===== src/rtl/sqrt_result_checker_squarer.sv =====
// Sequential shift-add squarer: one operand bit per cycle, LSB first.
// done is high during the cycle whose edge completes the product.
module seq_squarer #(
    parameter int W = 8
) (
    input  logic           clk,
    input  logic           rst_n,
    input  logic           start,
    input  logic [W-1:0]   operand,
    output logic           done,
    output logic [2*W-1:0] product
);

    localparam int BW = (W > 1) ? $clog2(W) : 1;
    localparam logic [BW-1:0] LAST = BW'(W - 1);

    logic [W-1:0]   op;
    logic [2*W-1:0] acc;
    logic [BW-1:0]  idx;
    logic           busy;

    assign done    = busy && (idx == LAST);
    assign product = acc;

    // load on start, then add the shifted operand for every set bit
    always_ff @(posedge clk or negedge rst_n) begin
        if (!rst_n) begin
            op   <= '0;
            acc  <= '0;
            idx  <= '0;
            busy <= 1'b0;
        end else if (start) begin
            op   <= operand;
            acc  <= '0;
            idx  <= '0;
            busy <= 1'b1;
        end else if (busy) begin
            if (op[idx]) begin
                acc <= acc + ({{W{1'b0}}, op} << idx);
            end
            idx <= idx + 1'b1;
            if (idx == LAST) begin
                busy <= 1'b0;
            end
        end
    end

endmodule


===== config.mk =====
export PLATFORM = sky130hd
export DESIGN_NAME = seq_squarer
export DESIGN_NICKNAME = d
export VERILOG_FILES = /design/src/rtl/sqrt_result_checker_squarer.sv
export SDC_FILE = /design/constraint.sdc
export NUM_CORES = 1
export LEC_CHECK = 0
export CAP_MARGIN = 5
export CORE_AREA = 2 2 85 55
export DETAILED_ROUTE_END_ITERATION = 7
export DIE_AREA = 0 0 87 57
export GPL_TIMING_DRIVEN = 0
export PLACE_DENSITY_LB_ADDON = 0.05
export SLEW_MARGIN = 5
export SYNTH_ARGS = -nofsm -noshare
export SYNTH_HDL_FRONTEND = slang
export SYNTH_SLANG_ARGS = --single-unit
export TNS_END_PERCENT = 20

===== constraint.sdc =====
create_clock -name clk -period 4.5 [get_ports clk]
set_input_delay 0.675 -clock clk [delete_from_list [all_inputs] [get_ports clk]]
set_output_delay 0.675 -clock clk [all_outputs]
set_load 0.01 [all_outputs]

== After elaboration in Yosys (flattened, before gate mapping) ==
Cells that the tools add are included.

* Register bits: 28
* Logic and storage cells: 23

* Magnitude comparators: 1
* Equal/unequal tests: 1
* Shift operators: 1
* Muxes and demuxes: 10
* Add/sub/neg operators: 2
* Reductions and logical operators: 4

{| class="wikitable"
|+ Operator list
! cell !! number
|-
| $mux 16 || 3
|-
| $add 16x16->16 || 1
|-
| $shl 8x3->16 || 1
|-
| $mux 3 || 2
|-
| $lt 3x4->1 const B || 1
|-
| $mux 1 || 4
|-
| $reduce_bool 2->1 || 2
|-
| $add 3x1->3 const B || 1
|-
| $bmux 1 s3 || 1
|-
| $eq 3x3->1 const B || 1
|-
| $reduce_and 2->1 || 1
|-
| $logic_and 1x1->1 || 1
|}

== Longest topological paths before layout ==
Gate-level depths: netlist (run 1).

* Depth after elaboration: 5
* Gate-level depth with buffers: 14

== Least setup slack after synthesis (run 1) ==
Ideal clock, no wire load.

* Path type: register -> register
* Start: register idx[1]
* End: register acc[13] (netlist: product[13])
* Setup slack: 1,375 ps
* Clock period less this slack: 3,125 ps
* Path buffers: 2
* Stages on the path, launching flop included: 14
* Data arrival time: 3,034 ps
* Cells stage by stage: dfrtp_1 clkbuf_1 clkbuf_1 mux2i_1 nand2_1 o21ai_0 nor2_1 ha_1 a21o_1 a21oi_2 a211oi_1 or4b_1 and3_4 o31ai_2

* Cells in the longest elaborated chain, start to end: 5
* Elaborated cells on any way between the ends: 9
* Classes of those cells: add/sub: 1; shift: 1; mux: 5; reduce/logical: 2

{| class="wikitable"
|+ Ends and longest elaborated chain
! what !! line !! text
|-
| start, declared || 19 || <nowiki>logic [BW-1:0] idx;</nowiki>
|-
| start signal, assigned || 41 || <nowiki>idx <= idx + 1'b1;</nowiki>
|-
| $shl 8x3->16 || 39 || <nowiki>acc <= acc + ({{W{1'b0}}, op} << idx);</nowiki>
|-
| $add 16x16->16 || 39 ||
|-
| $mux 16 || 38 || <nowiki>if (op[idx]) begin</nowiki>
|-
| $mux 16 || 37 || <nowiki>end else if (busy) begin</nowiki>
|-
| $mux 16 || 32 || <nowiki>end else if (start) begin</nowiki>
|-
| end signal, assigned || 39 ||
|-
| end, declared || 18 || <nowiki>logic [2*W-1:0] acc;</nowiki>
|}

Parallel ways exist; a longest one is shown, timed or not. The select of a mux whose other input is x is not followed.
A chain may end at the register's enable or synchronous reset.

== Worst setup path in the final report (run 1) ==
Ends and elaborated chain as after synthesis.

==> run_results.csv, run 1 <==
group,metric,value,unit
setup_path,crit_path_end,"product[13]",
grt,antenna_found_initial,0,
yosys,synthesis.area,2250,sq um
place,place_area,2610,sq um
clock_network,htreeDepth,1,
place,post-place-ws,924,ps
power,switchingPower,0.406,mW
clock_network,cts_resized,0,
yosys,synth_top_cell_by_area,"dfrtp_1",
setup_path,cp.arrival,3860,ps
power,pwr-share-comb,51.9,%
routing,viasPerCell,5.77,
routing,drt_wl_total,5150,um
clock_network,holdBufCountCts,0,
timing,layout_worst_path_cycle_share,81.3,%
yosys,synthFlopType,"dfrtp_1",
routing,detailroute.wirelength.met2,2120,um
flow_run,cap_violations,0,
yosys,syn_avg_cell_area,9.06,sq um
setup_path,crit_start,"idx[1]",
clock_network,cts_root_buffer,"clkbuf_8",
yosys,synthArstFlopShare,100,%
routing,wl_met3,255,um
layout,drive_gt1_share,11.1,%
place,post-place-cells,328,
yosys,synth_edf_count,0,
grt,track_usage,22.6,%
grt,grt_pass1_wl,8780,um
die,ios,28,
yosys,yosys-top-cells-count,"dfrtp_1 (28), nor2_1 (26), nand2_1 (21)",
routing,antenna_left,0,
grt,grt_remaining_overflow,0,
yosys,synth_cells,248,
clock_network,numClockSinks,28,
setup_path,critPathLaunchType,"flip-flop",
routing,drt-pass1-iter-count,4,
routing,top_layer,"met4",
timing,rsz0062_at_grt,"no",
grt,grt_max_degree,16,
worst_hold_path,hold_class,"flip-flop to flip-flop",
routing,wire_per_inst,15.5,um
setup_path,reg2reg_depth,13,
setup_path,regToRegEndpoint,"product[13]",
layout,final_cells,332,
clock_network,clockBufferDepth,2,
die,die_h,57,um
die,fp.dieW,87,um
clock_network,clk_pin_slew_worst_paths,100,ps
grt,first_global_vias,1718,
power,cellPowerDensity,387,nW/um^2
layout,syn_to_final_growth,18.6,%
routing,drc,0,
timing,max_freq,273,MHz
routing,met1Wirelength,2750,um
setup_path,endpoint_kind,"flip-flop",
timing,period_needed,3660,ps
die,start_util,52.8,%
yosys,ys_seq_area_share,31.2,%
routing,drtIter0Drc,114,
timing,hold_viol_final,0,
power,power_frac_clock,15.8,%
place,gp_congestion,0.897,
layout,final_area,2670,sq um
timing,tns,0,ps
yosys,synth_area_leaders,"dfrtp_1 (31%), ha_1 (9.5%), mux2_2 (6.5%), mux2i_1 (5.3%), nor2_1 (4.3%)",
timing,tightest_slew,786,ps
place,portBuffers,27,
timing,fin_ws,840,ps
setup_path,crit_fanout,10,
timing,final_max_slew_viol_count,0,
setup_path,path_class,"flip-flop to flip-flop",
yosys,synth_top_area_share,31.2,%
setup_path,r2r_start,"idx[1]",
yosys,ys_seq_elements,28,
die,coreArea,4260,sq um
layout,nNetsFinal,310,
status,status,"complete, no violations",
yosys,ys_types,48,
timing,hold_ws,566,ps
clock_network,cts_setup_buffers,0,
clock_network,clock_latency,280,ps
clock_network,cts-buffers-inserted,3,
die,rows,19,
yosys,ys_warn_count,0,
timing,slew_headroom,47.5,%
clock_network,cts_tree,"yes",
setup_path,required,4700,ps
setup_path,r2r_slack,840,ps
power,vdd_ir_drop_max,0.000163,V
timing,skew,5.18,ps
yosys,synth.most_common_cell,"dfrtp_1",
die,dieArea,4960,sq um
routing,vias,1916,
power,intPower,0.625,mW
layout,diodes,0,
power,pwr-share-seq,32.3,%
place,dp_hpwl,4060,um
timing,finalSetupViolCount,0,
power,p_leak,1.19,nW
power,swShare,39.4,%
yosys,syn_nets,277,
## area by class of cell
type / count / area (sq um)
repair buffers: 28 / 298
clock buffers: 4 / 55.1
multi-input cells: 199 / 1440
well taps: 52 / 65.1
fillers: 400 / 1590
inverters: 7 / 26.3
flip-flops and latches: 28 / 701
plain buffers: 14 / 76.3
## logic make-up after synthesis
family | after synthesis | synth area share (%)
AOI/OAI and AO/OA | 59 | 17.8
DFF | 28 | 31.2
adders and majority gates | 18 | 10.4
muxes | 27 | 13.9
and+or+nand+nor | 90 | 20.3
xor gates and xnor gates | 5 | 1.95
buffers and inverters | 21 | 4.56
## metal layers
layer / up-vias / track usage, %
met2: 46 / 31.7
met1: 898 / 37.3
met3: 2 / 3.62
met4: 0 / 2.68
li1: 970 / -
met5: - / 0
## metrics by stage
stage	utilization, %	total power [mW]
floorplan	-	0.704
global placement	60.7	0.861
finish	62.6	1.03
detailed placement	61.3	0.870
CTS	62.6	1.04
global route	62.6	1.11
## sequential cells by signal, summed over array words and instances (netlist names)
name,count
product,16
op,8
idx,3
busy,1
## cells in the final DEF (no fill, tap or decap), types with 4 or more instances in the layout
| cell | instances |
|---|---|
| nand3b_1 | 9 |
| a31oi_1 | 4 |
| a21oi_1 | 15 |
| dfrtp_1 | 28 |
| ha_1 | 17 |
| o21ai_0 | 11 |
| mux2i_1 | 12 |
| o22ai_1 | 4 |
| mux2_2 | 13 |
| nor2_1 | 26 |
| nor2b_1 | 4 |
| clkbuf_1 | 9 |
| clkdlybuf4s50_1 | 27 |
| clkbuf_8 | 4 |
| inv_1 | 6 |
| o21a_1 | 4 |
| a21o_1 | 7 |
| nand2_1 | 21 |
| nor3_1 | 9 |
## how the worst min path moves through the flow
stage	end	cells after the start	start	slack (ps)
global placement	product[2]	2	product[2]	530
finish	product[11]	2	product[11]	570
global route	op[2]	1	op[2]	600
detailed placement	product[11]	2	product[11]	540
CTS	product[11]	2	product[11]	570
floorplan	busy	0	rst_n	380
## power by group through the flow
stage	combinational, mW	clock, mW	sequential, mW
after floorplan	0.360	0	0.344
after global placement	0.523	0	0.338
after detailed placement	0.530	0	0.339
after CTS	0.534	0.168	0.334
after global routing	0.596	0.180	0.339
final	0.535	0.163	0.333
## critical path, stage by stage, from the launching register on
cell and delay, ps:
dfrtp_1 360, clkbuf_1 290, clkbuf_1 460, mux2i_1 290, nand2_1 70, o21ai_0 140, nor2_1 110, ha_1 360
a21o_1 210, a21oi_2 200, a211oi_1 150, or4b_1 510, and3_4 200, o31ai_2 220
No activity file was read; power rests on OpenSTA's default activity.
==> run 2: changes to the inputs <==
==> constraint.sdc (replaced) <==
create_clock -name clk -period 3.7 [get_ports clk]
set_input_delay 0.555 -clock clk [delete_from_list [all_inputs] [get_ports clk]]
set_output_delay 0.555 -clock clk [all_outputs]
set_load 0.01 [all_outputs]
==> run 2 against run 1 <==
  * Combinational power grew 21%
  * Fmax grew 9.5%
  * Sequential cell count is the same
  * Via count shrank 0.37%
  * Non-clock buffer count shrank 1
  * Cell count shrank 0.30%
  * Hold slack lost 1.1 ps
  * Register-to-register slack lost 480 ps
  * Count of clock-buffer cells in the layout is the same
  * Cell area is essentially flat
  * Largest cell class unchanged
  * Highest routed layer unchanged
==> run_results.csv, run 2 (synthesis gave the netlist of run 1 again) <==
group,metric,value,unit
power,vdd_ir_drop_max,0.000200,V
layout,layout_common_cells,"dfrtp_1 (28), clkdlybuf4s50_1 (27), nor2_1 (26)",
setup_path,path_class,"flip-flop to flip-flop",
timing,slew_headroom,47.7,%
grt,first_global_vias,1718,
grt,grt_pass1_wl,8780,um
layout,syn_to_final_growth,18.5,%
timing,layout_worst_path_cycle_share,90.3,%
place,gp_congestion,0.897,
layout,fillerInstances,399,
grt,track_usage,22.6,%
timing,finalSetupViolCount,0,
layout,ff_latch_area,701,sq um
layout,largest_reg_flops,16,
clock_network,htreeDepth,1,
setup_path,endpoint_kind,"flip-flop",
routing,drc,0,
timing,tns,0,ps
timing,period_needed,3340,ps
setup_path,crit_slowest_cell,"dfrtp_1",
routing,detailroute.wirelength.met2,2160,um
layout,diodes,0,
die,fp.dieW,87,um
clock_network,holdBufCountCts,0,
status,status,"complete, no violations",
die,ios,28,
routing,wire_per_inst,15.8,um
worst_hold_path,hold_class,"flip-flop to flip-flop",
clock_network,clk_pin_slew_worst_paths,110,ps
routing,vias,1909,
setup_path,max_stage_delay,520,ps
timing,hold_viol_final,0,
layout,final_common_cell,"dfrtp_1",
die,die_h,57,um
die,start_util,52.8,%
worst_hold_path,min_path_cells,2,
routing,top_layer,"met4",
place,dp_hpwl,4060,um
layout,multi_input_area,1440,sq um
routing,viasPerCell,5.77,
grt,grt_remaining_overflow,0,
routing,drt_wl_total,5220,um
die,rows,19,
power,p_leak,1.19,nW
setup_path,worstPathCellList,"buf_2 -> mux2i_1 -> nand2_1 -> o21ai_0 -> mux2i_1 -> ha_1 -> clkbuf_1 -> nand2_1 -> nor2_1 -> a21oi_1 -> or4b_1 -> and3_4 -> o31ai_2",
die,coreArea,4260,sq um
die,dieArea,4960,sq um
power,cellPowerDensity,472,nW/um^2
timing,final_max_slew_viol_count,0,
grt,antenna_found_initial,0,
setup_path,cp.arrival,3540,ps
setup_path,crit_fanout,10,
clock_network,cts_root_buffer,"clkbuf_8",
timing,skew,5.96,ps
clock_network,numClockSinks,28,
clock_network,cts_tree,"yes",
setup_path,critPathLaunchType,"flip-flop",
routing,drt-pass1-iter-count,4,
clock_network,clock_latency,280,ps
routing,met1Wirelength,2770,um
timing,tightest_slew,783,ps
routing,drtIter0Drc,132,
clock_network,clockBufferDepth,2,
clock_network,cts-buffers-inserted,3,
setup_path,required,3900,ps
flow_run,cap_violations,0,
routing,wl_met3,268,um
grt,grt_max_degree,16,
layout,drive_gt1_share,11.5,%
place,portBuffers,27,
setup_path,reg2reg_depth,13,
timing,max_freq,299,MHz
timing,rsz0062_at_grt,"no",
power,power,1.26,mW
layout,nNetsFinal,309,
routing,antenna_left,0,
## run 2: metal layers
layer,global-route usage [%],up-vias
met2,31.7,50
met5,0,-
met3,3.62,2
met4,2.68,0
li1,-,969
met1,37.3,888
## run 2: cell type report
cell class	count	area share [%]
plain buffers	13	2.77
clock buffers	4	2.07
inverters	7	0.987
multi-input cells	199	54.2
flip-flops and latches	28	26.3
well taps	52	2.44
repair buffers	28	11.2
## run 2: what timing repair did
action	4_1_cts	5_1_grt
resized for setup	0	3
setup buffers	0	0
hold endpoints to repair	0	0
endpoints found under the setup margin	0	8
## run 2: where the power goes
part	switching (mW)	internal [mW]	leakage [nW]
clock	0.104	0.0955	0.0288
sequential	0.0523	0.357	0.359
combinational	0.341	0.308	0.800
## run 2: worst max-delay path, delay by kind of cell (launching register included)
family,cells,cell delay (ps)
simple gates,5,960
compound gates,3,600
flops,1,520
buf+inv,2,480
mux,2,410
fa+ha+maj,1,280
## run 2: final timing paths
| kind | start | endpoint | slack, ps |
|---|---|---|---|
| worst min register to register | product[11] | product[11] | 560 |
| worst min-delay path | product[11] | product[11] | 560 |
| min in group asynchronous | rst_n | product[7] | 720 |
| worst max register to register | idx[1] | product[13] | 360 |
| worst max-delay path | idx[1] | product[13] | 360 |
| max in group asynchronous | rst_n | op[2] | 2440 |
## run 2: per-stage QoR
stage / setup slack [ps] / instance area [sq um] / cells / hold WS, ps / utilization, %
2_1_floorplan: 575 / 2250 / 248 / 259 / -
3_3_place_gp: 110 / 2580 / 327 / 535 / 60.7
3_5_place_dp: 124 / 2610 / 328 / 542 / 61.3
4_1_cts: 79.8 / 2670 / 332 / 573 / 62.6
5_1_grt: 73.5 / 2660 / 331 / 599 / 62.6
6_report: 358 / 2660 / 331 / 565 / 62.6
